### src/rtl/cpu_run_ctrl_pkg.sv
// cpu_run_pkg: shared types and defaults for the CPU run controller.
//   run_state_t      - controller FSM states
//   DEF_*            - default parameter values
//   ptr_w()          - index width for a storage of the given depth (min 1)
package cpu_run_pkg;

    typedef enum logic [1:0] {
        IDLE,
        RST_HOLD,
        RUN,
        RESULT
    } run_state_t;

    localparam int DEF_DATA_W      = 16;
    localparam int DEF_RST_CYCLES  = 4;
    localparam int DEF_TIMEOUT_CYC = 4096;
    localparam int DEF_CNT_W       = 16;
    localparam int DEF_TRACE_DEPTH = 8;

    function automatic int ptr_w(input int depth);
        return (depth > 1) ? $clog2(depth) : 1;
    endfunction

endpackage

### src/rtl/cpu_run_ctrl_if.sv
// cpu_run_ctrl_if: host/processor-facing signal bundle of cpu_run_ctrl.
//   start, result_ready, trace_ready     host -> controller
//   cpu_out, cpu_done                    processor -> controller
//   cpu_reset                            controller -> processor
//   busy, result, result_valid, timeout,
//   cycle_count, trace_data, trace_valid,
//   trace_ovf                            controller -> host
// master: environment side (host + processor); slave: the controller.
interface cpu_run_ctrl_if #(
    parameter int DATA_W = 16,
    parameter int CNT_W  = 16
);
    logic              start;
    logic              cpu_reset;
    logic [DATA_W-1:0] cpu_out;
    logic              cpu_done;
    logic              busy;
    logic [DATA_W-1:0] result;
    logic              result_valid;
    logic              result_ready;
    logic              timeout;
    logic [CNT_W-1:0]  cycle_count;
    logic [DATA_W-1:0] trace_data;
    logic              trace_valid;
    logic              trace_ready;
    logic              trace_ovf;

    modport master (
        output start, cpu_out, cpu_done, result_ready, trace_ready,
        input  cpu_reset, busy, result, result_valid, timeout,
               cycle_count, trace_data, trace_valid, trace_ovf
    );

    modport slave (
        input  start, cpu_out, cpu_done, result_ready, trace_ready,
        output cpu_reset, busy, result, result_valid, timeout,
               cycle_count, trace_data, trace_valid, trace_ovf
    );
endinterface

### src/rtl/cpu_run_ctrl_trace_fifo.sv
// trace_fifo: synchronous FIFO for the run trace.
//   clk, rst_n   clock, async active-low reset (empties the FIFO)
//   flush        sync clear of all entries
//   push, wdata  write request / data
//   pop          read request (ignored when empty)
//   rdata        head entry
//   full, empty  occupancy flags
//   drop         push rejected this cycle (full and no pop)
module trace_fifo
    import cpu_run_pkg::*;
#(
    parameter int DATA_W = DEF_DATA_W,
    parameter int DEPTH  = DEF_TRACE_DEPTH
) (
    input  logic              clk,
    input  logic              rst_n,
    input  logic              flush,
    input  logic              push,
    input  logic [DATA_W-1:0] wdata,
    input  logic              pop,
    output logic [DATA_W-1:0] rdata,
    output logic              full,
    output logic              empty,
    output logic              drop
);
    localparam int PW = ptr_w(DEPTH);
    localparam int CW = $clog2(DEPTH + 1);
    localparam logic [PW-1:0] PTR_LAST = PW'(DEPTH - 1);
    localparam logic [CW-1:0] CNT_FULL = CW'(DEPTH);

    logic [DATA_W-1:0] mem [DEPTH];
    logic [PW-1:0]     wr_ptr;
    logic [PW-1:0]     rd_ptr;
    logic [CW-1:0]     count;
    logic              do_push;
    logic              do_pop;

    assign full  = (count == CNT_FULL);
    assign empty = (count == '0);
    assign rdata = mem[rd_ptr];

    // A pop frees the slot in the same cycle, so a full FIFO still accepts a push.
    assign do_pop  = pop && !empty;
    assign do_push = push && (!full || do_pop);
    assign drop    = push && full && !do_pop;

    always_ff @(posedge clk) begin
        if (do_push && !flush) begin
            mem[wr_ptr] <= wdata;
        end
    end

    always_ff @(posedge clk or negedge rst_n) begin
        if (!rst_n) begin
            wr_ptr <= '0;
            rd_ptr <= '0;
            count  <= '0;
        end else if (flush) begin
            wr_ptr <= '0;
            rd_ptr <= '0;
            count  <= '0;
        end else begin
            if (do_push) begin
                wr_ptr <= (wr_ptr == PTR_LAST) ? '0 : wr_ptr + 1'b1;
            end
            if (do_pop) begin
                rd_ptr <= (rd_ptr == PTR_LAST) ? '0 : rd_ptr + 1'b1;
            end
            case ({do_push, do_pop})
                2'b10:   count <= count + 1'b1;
                2'b01:   count <= count - 1'b1;
                default: count <= count;
            endcase
        end
    end
endmodule

### src/rtl/cpu_run_ctrl.sv
// cpu_run_ctrl: host-side run controller for the processor top.
// Holds the processor in reset, releases it for a run, captures the final
// result on done (or on timeout) and offers it via valid/ready. Every change
// of the processor output during RUN is logged into a trace FIFO.
//   clk    system clock, rising edge
//   reset  asynchronous active-low reset
//   bus    cpu_run_ctrl_if.slave: start, cpu_reset, cpu_out, cpu_done, busy,
//          result/result_valid/result_ready, timeout, cycle_count,
//          trace_data/trace_valid/trace_ready, trace_ovf
module cpu_run_ctrl
    import cpu_run_pkg::*;
#(
    parameter int DATA_W      = DEF_DATA_W,
    parameter int RST_CYCLES  = DEF_RST_CYCLES,
    parameter int TIMEOUT_CYC = DEF_TIMEOUT_CYC,
    parameter int CNT_W       = DEF_CNT_W,
    parameter int TRACE_DEPTH = DEF_TRACE_DEPTH
) (
    input logic           clk,
    input logic           reset,
    cpu_run_ctrl_if.slave bus
);
    localparam int HW = ptr_w(RST_CYCLES);
    localparam logic [HW-1:0]    HOLD_LAST = HW'(RST_CYCLES - 1);
    localparam logic [CNT_W-1:0] RUN_LAST  = CNT_W'(TIMEOUT_CYC - 1);

    run_state_t        state, state_nxt;
    logic [HW-1:0]     hold_cnt, hold_nxt;
    logic [CNT_W-1:0]  count_q, count_nxt;
    logic [DATA_W-1:0] result_q, result_nxt;
    logic              timeout_q, timeout_nxt;
    logic              ovf_q, ovf_nxt;
    logic              cpu_reset_q, cpu_reset_nxt;
    logic              busy_q, busy_nxt;
    logic              valid_q, valid_nxt;
    logic [DATA_W-1:0] last_q;
    logic              flush;
    logic              push_req;
    logic              fifo_full;
    logic              fifo_empty;
    logic              fifo_drop;

    // First RUN cycle is identified by the freshly cleared cycle counter.
    assign push_req = (state == RUN) && ((count_q == '0) || (bus.cpu_out != last_q));

    always_comb begin
        state_nxt   = state;
        hold_nxt    = hold_cnt;
        count_nxt   = count_q;
        result_nxt  = result_q;
        timeout_nxt = timeout_q;
        ovf_nxt     = ovf_q;
        flush       = 1'b0;

        case (state)
            IDLE: begin
                if (bus.start) begin
                    state_nxt   = RST_HOLD;
                    hold_nxt    = '0;
                    count_nxt   = '0;
                    timeout_nxt = 1'b0;
                    ovf_nxt     = 1'b0;
                    flush       = 1'b1;
                end
            end
            RST_HOLD: begin
                if (hold_cnt == HOLD_LAST) begin
                    state_nxt = RUN;
                end else begin
                    hold_nxt = hold_cnt + 1'b1;
                end
            end
            RUN: begin
                if (bus.cpu_done) begin
                    state_nxt   = RESULT;
                    result_nxt  = bus.cpu_out;
                    timeout_nxt = 1'b0;
                end else begin
                    count_nxt = count_q + 1'b1;
                    if (count_q == RUN_LAST) begin
                        state_nxt   = RESULT;
                        result_nxt  = bus.cpu_out;
                        timeout_nxt = 1'b1;
                    end
                end
            end
            RESULT: begin
                if (bus.result_ready) begin
                    state_nxt = IDLE;
                end
            end
            default: state_nxt = IDLE;
        endcase

        // Drops only occur in RUN, so they never race the clear on start.
        if (fifo_drop) begin
            ovf_nxt = 1'b1;
        end

        // Registered outputs are decoded from the next state.
        cpu_reset_nxt = (state_nxt != RUN);
        busy_nxt      = (state_nxt != IDLE);
        valid_nxt     = (state_nxt == RESULT);
    end

    always_ff @(posedge clk or negedge reset) begin
        if (!reset) begin
            state       <= IDLE;
            hold_cnt    <= '0;
            count_q     <= '0;
            result_q    <= '0;
            timeout_q   <= 1'b0;
            ovf_q       <= 1'b0;
            cpu_reset_q <= 1'b1;
            busy_q      <= 1'b0;
            valid_q     <= 1'b0;
            last_q      <= '0;
        end else begin
            state       <= state_nxt;
            hold_cnt    <= hold_nxt;
            count_q     <= count_nxt;
            result_q    <= result_nxt;
            timeout_q   <= timeout_nxt;
            ovf_q       <= ovf_nxt;
            cpu_reset_q <= cpu_reset_nxt;
            busy_q      <= busy_nxt;
            valid_q     <= valid_nxt;
            if (push_req) begin
                last_q <= bus.cpu_out;
            end
        end
    end

    trace_fifo #(
        .DATA_W (DATA_W),
        .DEPTH  (TRACE_DEPTH)
    ) u_trace_fifo (
        .clk   (clk),
        .rst_n (reset),
        .flush (flush),
        .push  (push_req),
        .wdata (bus.cpu_out),
        .pop   (bus.trace_ready),
        .rdata (bus.trace_data),
        .full  (fifo_full),
        .empty (fifo_empty),
        .drop  (fifo_drop)
    );

    assign bus.cpu_reset    = cpu_reset_q;
    assign bus.busy         = busy_q;
    assign bus.result       = result_q;
    assign bus.result_valid = valid_q;
    assign bus.timeout      = timeout_q;
    assign bus.cycle_count  = count_q;
    assign bus.trace_valid  = !fifo_empty;
    assign bus.trace_ovf    = ovf_q;

    // Full state is only observable through drops; kept as a named net for debug.
    logic unused_full;
    assign unused_full = fifo_full;
endmodule

### src/flat_wrapper.sv
// flat-port wrapper written by rule: the top's interface ports become plain ports
module cpu_run_ctrl_flat import cpu_run_pkg::*;
#(
    parameter int DATA_W      = DEF_DATA_W,
    parameter int RST_CYCLES  = DEF_RST_CYCLES,
    parameter int TIMEOUT_CYC = DEF_TIMEOUT_CYC,
    parameter int CNT_W       = DEF_CNT_W,
    parameter int TRACE_DEPTH = DEF_TRACE_DEPTH
)
  (clk, reset, bus_start, bus_cpu_out, bus_cpu_done, bus_result_ready, bus_trace_ready, bus_cpu_reset, bus_busy, bus_result, bus_result_valid, bus_timeout, bus_cycle_count, bus_trace_data, bus_trace_valid, bus_trace_ovf);
  cpu_run_ctrl_if #(.DATA_W(DATA_W), .CNT_W(CNT_W)) bus_i ();
  input logic clk;
  input logic reset;
  input wire logic [$bits(bus_i.start)-1:0] bus_start;
  input wire logic [$bits(bus_i.cpu_out)-1:0] bus_cpu_out;
  input wire logic [$bits(bus_i.cpu_done)-1:0] bus_cpu_done;
  input wire logic [$bits(bus_i.result_ready)-1:0] bus_result_ready;
  input wire logic [$bits(bus_i.trace_ready)-1:0] bus_trace_ready;
  output wire logic [$bits(bus_i.cpu_reset)-1:0] bus_cpu_reset;
  output wire logic [$bits(bus_i.busy)-1:0] bus_busy;
  output wire logic [$bits(bus_i.result)-1:0] bus_result;
  output wire logic [$bits(bus_i.result_valid)-1:0] bus_result_valid;
  output wire logic [$bits(bus_i.timeout)-1:0] bus_timeout;
  output wire logic [$bits(bus_i.cycle_count)-1:0] bus_cycle_count;
  output wire logic [$bits(bus_i.trace_data)-1:0] bus_trace_data;
  output wire logic [$bits(bus_i.trace_valid)-1:0] bus_trace_valid;
  output wire logic [$bits(bus_i.trace_ovf)-1:0] bus_trace_ovf;
  assign bus_i.start = bus_start;
  assign bus_i.cpu_out = bus_cpu_out;
  assign bus_i.cpu_done = bus_cpu_done;
  assign bus_i.result_ready = bus_result_ready;
  assign bus_i.trace_ready = bus_trace_ready;
  assign bus_cpu_reset = bus_i.cpu_reset;
  assign bus_busy = bus_i.busy;
  assign bus_result = bus_i.result;
  assign bus_result_valid = bus_i.result_valid;
  assign bus_timeout = bus_i.timeout;
  assign bus_cycle_count = bus_i.cycle_count;
  assign bus_trace_data = bus_i.trace_data;
  assign bus_trace_valid = bus_i.trace_valid;
  assign bus_trace_ovf = bus_i.trace_ovf;
  cpu_run_ctrl #(.DATA_W(DATA_W), .RST_CYCLES(RST_CYCLES), .TIMEOUT_CYC(TIMEOUT_CYC), .CNT_W(CNT_W), .TRACE_DEPTH(TRACE_DEPTH)) u_core (.clk(clk), .reset(reset), .bus(bus_i));
endmodule
### config.mk
export PLATFORM = sky130hd
export DESIGN_NAME = cpu_run_ctrl_flat
export DESIGN_NICKNAME = d
export VERILOG_FILES = /design/src/rtl/cpu_run_ctrl_pkg.sv /design/src/rtl/cpu_run_ctrl_if.sv /design/src/rtl/cpu_run_ctrl_trace_fifo.sv /design/src/rtl/cpu_run_ctrl.sv /design/src/flat_wrapper.sv
export SDC_FILE = /design/constraint.sdc
export NUM_CORES = 1
export LEC_CHECK = 0
export ABC_AREA = 1
export CORE_ASPECT_RATIO = 1.4
export CORE_MARGIN = 2
export CORE_UTILIZATION = 45
export DETAILED_ROUTE_END_ITERATION = 10
export SLEW_MARGIN = 10
export SYNTH_ARGS = -nofsm -noshare
export SYNTH_HDL_FRONTEND = slang
export SYNTH_SLANG_ARGS = --single-unit
### constraint.sdc
create_clock -name clk -period 2.7 [get_ports clk]
set_input_delay 0.54 -clock clk [delete_from_list [all_inputs] [get_ports clk]]
set_output_delay 0.54 -clock clk [all_outputs]
set_load 0.1 [all_outputs]
Yosys cells after proc, flatten, opt, wreduce, memory -nomap -nowiden
Memory sizes are Yosys's and may differ from the RTL's.
Index checks and enable logic that the tools add are counted.

operators by class
  reductions and logical operators = 29
  add/sub/neg operators = 6
  multiplexer cells = 32
  eq/ne operators = 17

operators with widths
  operator                                                           count
  16-bit 2-to-1 mux                                                  4
  16-bit case mux with 2 select lines                                1
  3-bit 2-to-1 mux                                                   6
  16-bit by 1-bit adder with 16-bit output, second input constant    1
  16-bit by 12-bit == test with 1-bit output, second input constant  1
  16-bit logical NOT                                                 1
  16-bit inequality test                                             1
  2-bit nonzero test                                                 8
  2-bit 2-to-1 mux                                                   7
  2-bit == test, second input constant                               5
  1-bit 2-to-1 mux                                                   9
  3-bit AND reduction                                                3
  2-bit inequality test, second input constant                       4
  2-bit case mux with 4 select lines                                 1
  4-bit case mux with 2 select lines                                 1
  3-bit by 1-bit adder with 3-bit output, second input constant      2
  3-bit == test, second input constant                               2
  1-bit logical AND                                                  6
  4-bit by 1-bit adder with 4-bit output, second input constant      1
  2-bit by 1-bit == test with 1-bit output, second input constant    2
  4-bit == test, second input constant                               1
  1-bit logical NOT                                                  4
  4-bit logical NOT                                                  1
  4-bit 2-to-1 mux                                                   1
  9 further kinds                                                    11

word-level totals
  output and inout port bits = 54
  memory bits (writable) = 128
  memories = 1
  register bits after elaboration = 67
  word-level logic and storage cells = 98

memories
  memory                   depth  bits a word  read ports  clocked after Yosys merged registers in  write ports  RTL line                       text
  u_core.u_trace_fifo.mem  8      16           1           0                                        1            cpu_run_ctrl_trace_fifo.sv:31  logic [DATA_W-1:0] mem [DEPTH];

Longest topological paths before layout
  depth in word-level cells = 8
  depth in mapped cells = 19
  depth with buffers taken out = 19

By module
Synthesis repeated with hierarchy kept, for this count alone.

unflattened totals
  cell total of the unflattened synthesis = 850
  area, all modules = 8,743.4 um^2

modules (own cells, without submodules)
  module        area each (um^2)  instances  sequential area each (um^2)  cells an instance
  trace_fifo    5,729.2           1          4,093.9                      461
  cpu_run_ctrl  3,014.1           1          1,427.6                      389

Worst setup path before layout
No wires, ideal clock.

  kind = register -> output
  start = reg u_core.u_trace_fifo.rd_ptr[0]
  end = out bus_trace_data[0]
  stages on the path, launching flop included = 7
  buffers on the path = 2
  data required time = 2.160 ns
  arrival = 2.795 ns
  setup slack = -0.635 ns
  cells stage by stage = dfrtp_1 clkbuf_1 clkbuf_1 nor2_1 nor2_1 o21ai_0 a31oi_1

between the ends
  longest elaborated chain between the ends = 1

RTL lines
  item                    RTL line                       text
  from (decl)             cpu_run_ctrl_trace_fifo.sv:33  logic [PW-1:0] rd_ptr;
  from (signal assigned)  cpu_run_ctrl_trace_fifo.sv:67  rd_ptr <= (rd_ptr == PTR_LAST) ? '0 : rd_ptr + 1'b1;
  memory read 8 x 16 bit  --
  to (decl)               flat_wrapper.sv:25             output wire logic [$bits(bus_i.trace_data)-1:0] bus_trace_data;

Every way passes these cells.

Worst setup path after layout
  start = reg u_core.u_trace_fifo.rd_ptr[1]
  end = out bus_trace_data[9]

The elaborated chain is that of the path after synthesis.

==> results.sh <==
export IMPL_route_vias_total=6340
export IMPL_place_hpwl_um=13500
export IMPL_clkTransAtPathRegs_ns=0.07
export IMPL_final_setup_skew_ns=0.0110
export IMPL_fillers=1496
export IMPL_netlist_cell_type_count=37
export IMPL_synth_common_cells="sky130_fd_sc_hd__nor2_1, sky130_fd_sc_hd__edfxtp_1, sky130_fd_sc_hd__nand2_1, sky130_fd_sc_hd__o21ai_0, sky130_fd_sc_hd__dfrtp_1"
export IMPL_clkLatencyLatePin_ns=0.43
export IMPL_synth_top_family_by_area="simple AND/OR/NAND/NOR gates"
export IMPL_grt_first_pass_wirelength_um=33000
export IMPL_timing_final_crit_share_pct=94.5
export IMPL_fraction_of_the_mapped_netlist_area_in_compound_gates_pct=10.7
export IMPL_yosys_mux_area_fraction_pct=0
export IMPL_yosys_area_top_type_share_pct=45.2
export IMPL_maximum_number_of_pins_on_one_net_before_global_route_repair=53
export IMPL_postSynthAreaPerCell_um2=10.6
export IMPL_antenna_cells=0
export IMPL_grt_overflow_total=0
export IMPL_synth_adder_area_share_pct=1.56
export IMPL_remaining_drc_errors=0
export IMPL_die_area_um2=20000
export IMPL_track_usage_pct=21.2
export IMPL_vdd_ir_drop_max_mv=0.983
export IMPL_floorplan_initialDensity_pct=45.9
export IMPL_dieWidth_um=120
export IMPL_area_growth_syn_to_layout_pct=30.7
export IMPL_synthCells=805
export IMPL_cts_hold_repair_buffers=0
export IMPL_drt_total_wl_um=20500
export IMPL_postSynthNetCount=837
export IMPL_power_total_w=0.0137
export IMPL_postLayoutSetupSlackWorst_ns=0.149
export IMPL_timing_critical_path_arrival_ns=2.01
export IMPL_drt_first_iter_violations=547
export IMPL_fin_crit_ns=2.55
export IMPL_seq_area_frac_synth_pct=64.9
export IMPL_critPathMaxFanout=33
export IMPL_core_region_area_um2=18500
export IMPL_utilization_pct=60.0
export IMPL_yosys_top_cells_area="sky130_fd_sc_hd__edfxtp_1, sky130_fd_sc_hd__dfrtp_1, sky130_fd_sc_hd__nor2_1"
export IMPL_first_global_vias=6389
export IMPL_boundaryPins=76
export IMPL_finish_net_count=976
export IMPL_layout_cells_sized_above_1_pct=27.6
export IMPL_critical_path_class="register to output pin"
export IMPL_synth_top_area_cell="sky130_fd_sc_hd__edfxtp_1"
export IMPL_finalHoldViolations=0
export IMPL_route_detailed_vias_per_inst=5.28
export IMPL_cts_root_buffer="sky130_fd_sc_hd__clkbuf_16"
export IMPL_relSlewSlack_pct=55.2
export IMPL_wl_per_cell_um=17.1
export IMPL_preCtsSetupSlack_ns=-0.522
export IMPL_drv_slew=0
export IMPL_rows=59
export IMPL_yosysWarnings=0
export IMPL_die_height_um=167
export IMPL_power_density_nw_per_um2=1230
export IMPL_hold_path_class="input pin to asynchronous set/reset pin"
export IMPL_cp_start_kind="register"
export IMPL_postSynth_topFlopCell="sky130_fd_sc_hd__edfxtp_1"
export IMPL_worst_slew_pin_transition_ns=0.670
export IMPL_synth_simple_gate_area_share_pct=17.7
export IMPL_drv_cap=0
export IMPL_synthXorXnorAreaFrac_pct=0.412
export IMPL_cts_tree="yes"
export IMPL_endpoint_kind="output pin"
export IMPL_drt_antenna_violating_nets=0
export IMPL_synth_seq_cells=195
export IMPL_cts_max_level=4
export IMPL_tritoncts_num_buffers=17
export IMPL_leakagePower_nw=4.61
export IMPL_crit_path_start="u_core.u_trace_fifo.rd_ptr[1]"
export IMPL_yosys_cell_count_top_type="sky130_fd_sc_hd__nor2_1"
export IMPL_cts_max_path_buffers=2
export IMPL_worst_r2r_startpoint="u_core.bus.cycle_count[0]"
export IMPL_syn_cell_area_um2=8510
export IMPL_grt_antenna_before_repair=0
export IMPL_rsz0062_at_grt="true"
export IMPL_r2r_end="u_core.u_trace_fifo.count[2]"
export IMPL_fmax_mhz=392
export IMPL_clkSinkCount=195
export IMPL_run_status="finished clean"
export IMPL_port_buffers=75
export IMPL_synth_async_sr_flop_share_pct=34.4
export IMPL_drt_first_pass_iters=5
export IMPL_worst_r2r_setup_slack_ns=0.28
export IMPL_required_ns=2.16
export IMPL_setup_violators_final=0
export IMPL_timing_reg2reg_worst_path_depth=16
export IMPL_gp_congestion=0.823
export IMPL_synth_edff_count=128
-- how the worst max path moves through the flow --
stage                     slack, ns                       endpoint  depth (start not counted)
after CTS                     0.007   u_core.u_trace_fifo.count[3]                         21
after global placement        -0.42   u_core.u_trace_fifo.count[3]                         21
final                          0.15              bus_trace_data[9]                          6
after floorplan               -0.14  u_core.u_trace_fifo.mem[0][0]                          8
after detailed placement      -0.52   u_core.u_trace_fifo.count[3]                         21
after global routing          -0.06   u_core.u_trace_fifo.count[3]                         19
-- layout make-up --
| cell class | count | area, um^2 | area share, % |
|---|---|---|---|
| clock buffer | 17 | 425 | 3.83 |
| clock inverter | 15 | 165 | 1.49 |
| inverter | 69 | 263 | 2.36 |
| multi-input combinational | 510 | 2880 | 25.9 |
| sequential | 195 | 5540 | 49.8 |
| tap | 244 | 305 | 2.75 |
| timing repair buffer | 151 | 1540 | 13.9 |
-- metrics by stage --
stage	cells	TNS (ns)	hold WS, ns	instance area [um^2]
after floorplan	805	-8.93	0.244	8770
after global placement	1166	-17.74	0.473	10400
after detailed placement	1166	-26.47	0.477	10400
after CTS	1198	0	0.0964	11000
after global routing	1201	-0.0561	0.117	11100
final	1201	0	0.0888	11100
-- routing by layer --
| metal | vias up | global-route usage (%) | share of wire (%) |
|---|---|---|---|
| met1 | 3123 | 26.1 | 41 |
| met3 | 24 | 3.90 | 4.7 |
| met2 | 171 | 37.9 | 53 |
| met5 | - | 0 | 0 |
| li1 | 3022 | - | - |
| met4 | 0 | 6.19 | 1.4 |
-- flip-flops by register name (all words and copies together) (netlist names), 2 cells and up --
register	cells
u_core.u_trace_fifo.rd_ptr	3
u_core.u_trace_fifo.mem	128
u_core.state	2
u_core.u_trace_fifo.count	4
u_core.bus.cycle_count	16
u_core.hold_cnt	2
u_core.bus.result	16
u_core.last_q	16
u_core.u_trace_fifo.wr_ptr	3
-- placed cells by master (no fill, tap or decap), types with 3 or more instances in the layout --
cell type                         count
sky130_fd_sc_hd__a21oi_1              7
sky130_fd_sc_hd__a31oi_4             15
sky130_fd_sc_hd__buf_12              27
sky130_fd_sc_hd__buf_4               98
sky130_fd_sc_hd__buf_6                4
sky130_fd_sc_hd__clkbuf_16           17
sky130_fd_sc_hd__clkdlybuf4s50_1      5
sky130_fd_sc_hd__clkinv_4             4
sky130_fd_sc_hd__dfrtp_1             54
sky130_fd_sc_hd__dfrtp_2             12
sky130_fd_sc_hd__dlygate4sd2_1        5
sky130_fd_sc_hd__dlymetal6s2s_1       9
sky130_fd_sc_hd__edfxtp_1           128
sky130_fd_sc_hd__ha_1                 8
sky130_fd_sc_hd__inv_1               58
sky130_fd_sc_hd__inv_2                9
sky130_fd_sc_hd__inv_6                3
sky130_fd_sc_hd__inv_8                4
sky130_fd_sc_hd__nand2_1            115
sky130_fd_sc_hd__nand2_2             16
sky130_fd_sc_hd__nand3_1             21
sky130_fd_sc_hd__nand3_2              4
sky130_fd_sc_hd__nand4_1             12
sky130_fd_sc_hd__nor2_1             140
sky130_fd_sc_hd__nor2_2               6
sky130_fd_sc_hd__nor2_4               8
sky130_fd_sc_hd__nor3_1               4
sky130_fd_sc_hd__o21ai_0             81
sky130_fd_sc_hd__o21ai_1             17
sky130_fd_sc_hd__o21ai_2             18
sky130_fd_sc_hd__o22ai_1             16
sky130_fd_sc_hd__xor2_1               3
-- report_power, final --
group / internal [W] / switching (W)
sequential: 0.00360 / 0.000289
clock: 0.00132 / 0.00117
combinational: 0.00228 / 0.00499
-- worst max-delay path, cell delays in order (launching register included) --
cell,delay [ns]
sky130_fd_sc_hd__dfrtp_1,0.40
sky130_fd_sc_hd__buf_6,0.32
sky130_fd_sc_hd__o21ai_0,0.17
sky130_fd_sc_hd__o22ai_1,0.18
sky130_fd_sc_hd__nor2_1,0.10
sky130_fd_sc_hd__a31oi_4,0.21
sky130_fd_sc_hd__buf_12,0.20
-- cell families (layout without fill, tap and decap cells) --
| group | count (synthesis) | in the layout |
|---|---|---|
| xor+xnor | 4 | 4 |
| simple gates | 337 | 337 |
| compound gates | 159 | 159 |
| buf+inv | 100 | 252 |
| fa+ha+maj | 10 | 10 |
| flops | 195 | 195 |
-- repair_timing --
action	CTS	global route
gates resized for setup	11	22
setup endpoints to repair	33	21
pin swaps	0	4
gates cloned	0	1
buffers inserted	0	2
No activity file was read; power rests on OpenSTA's default activity.
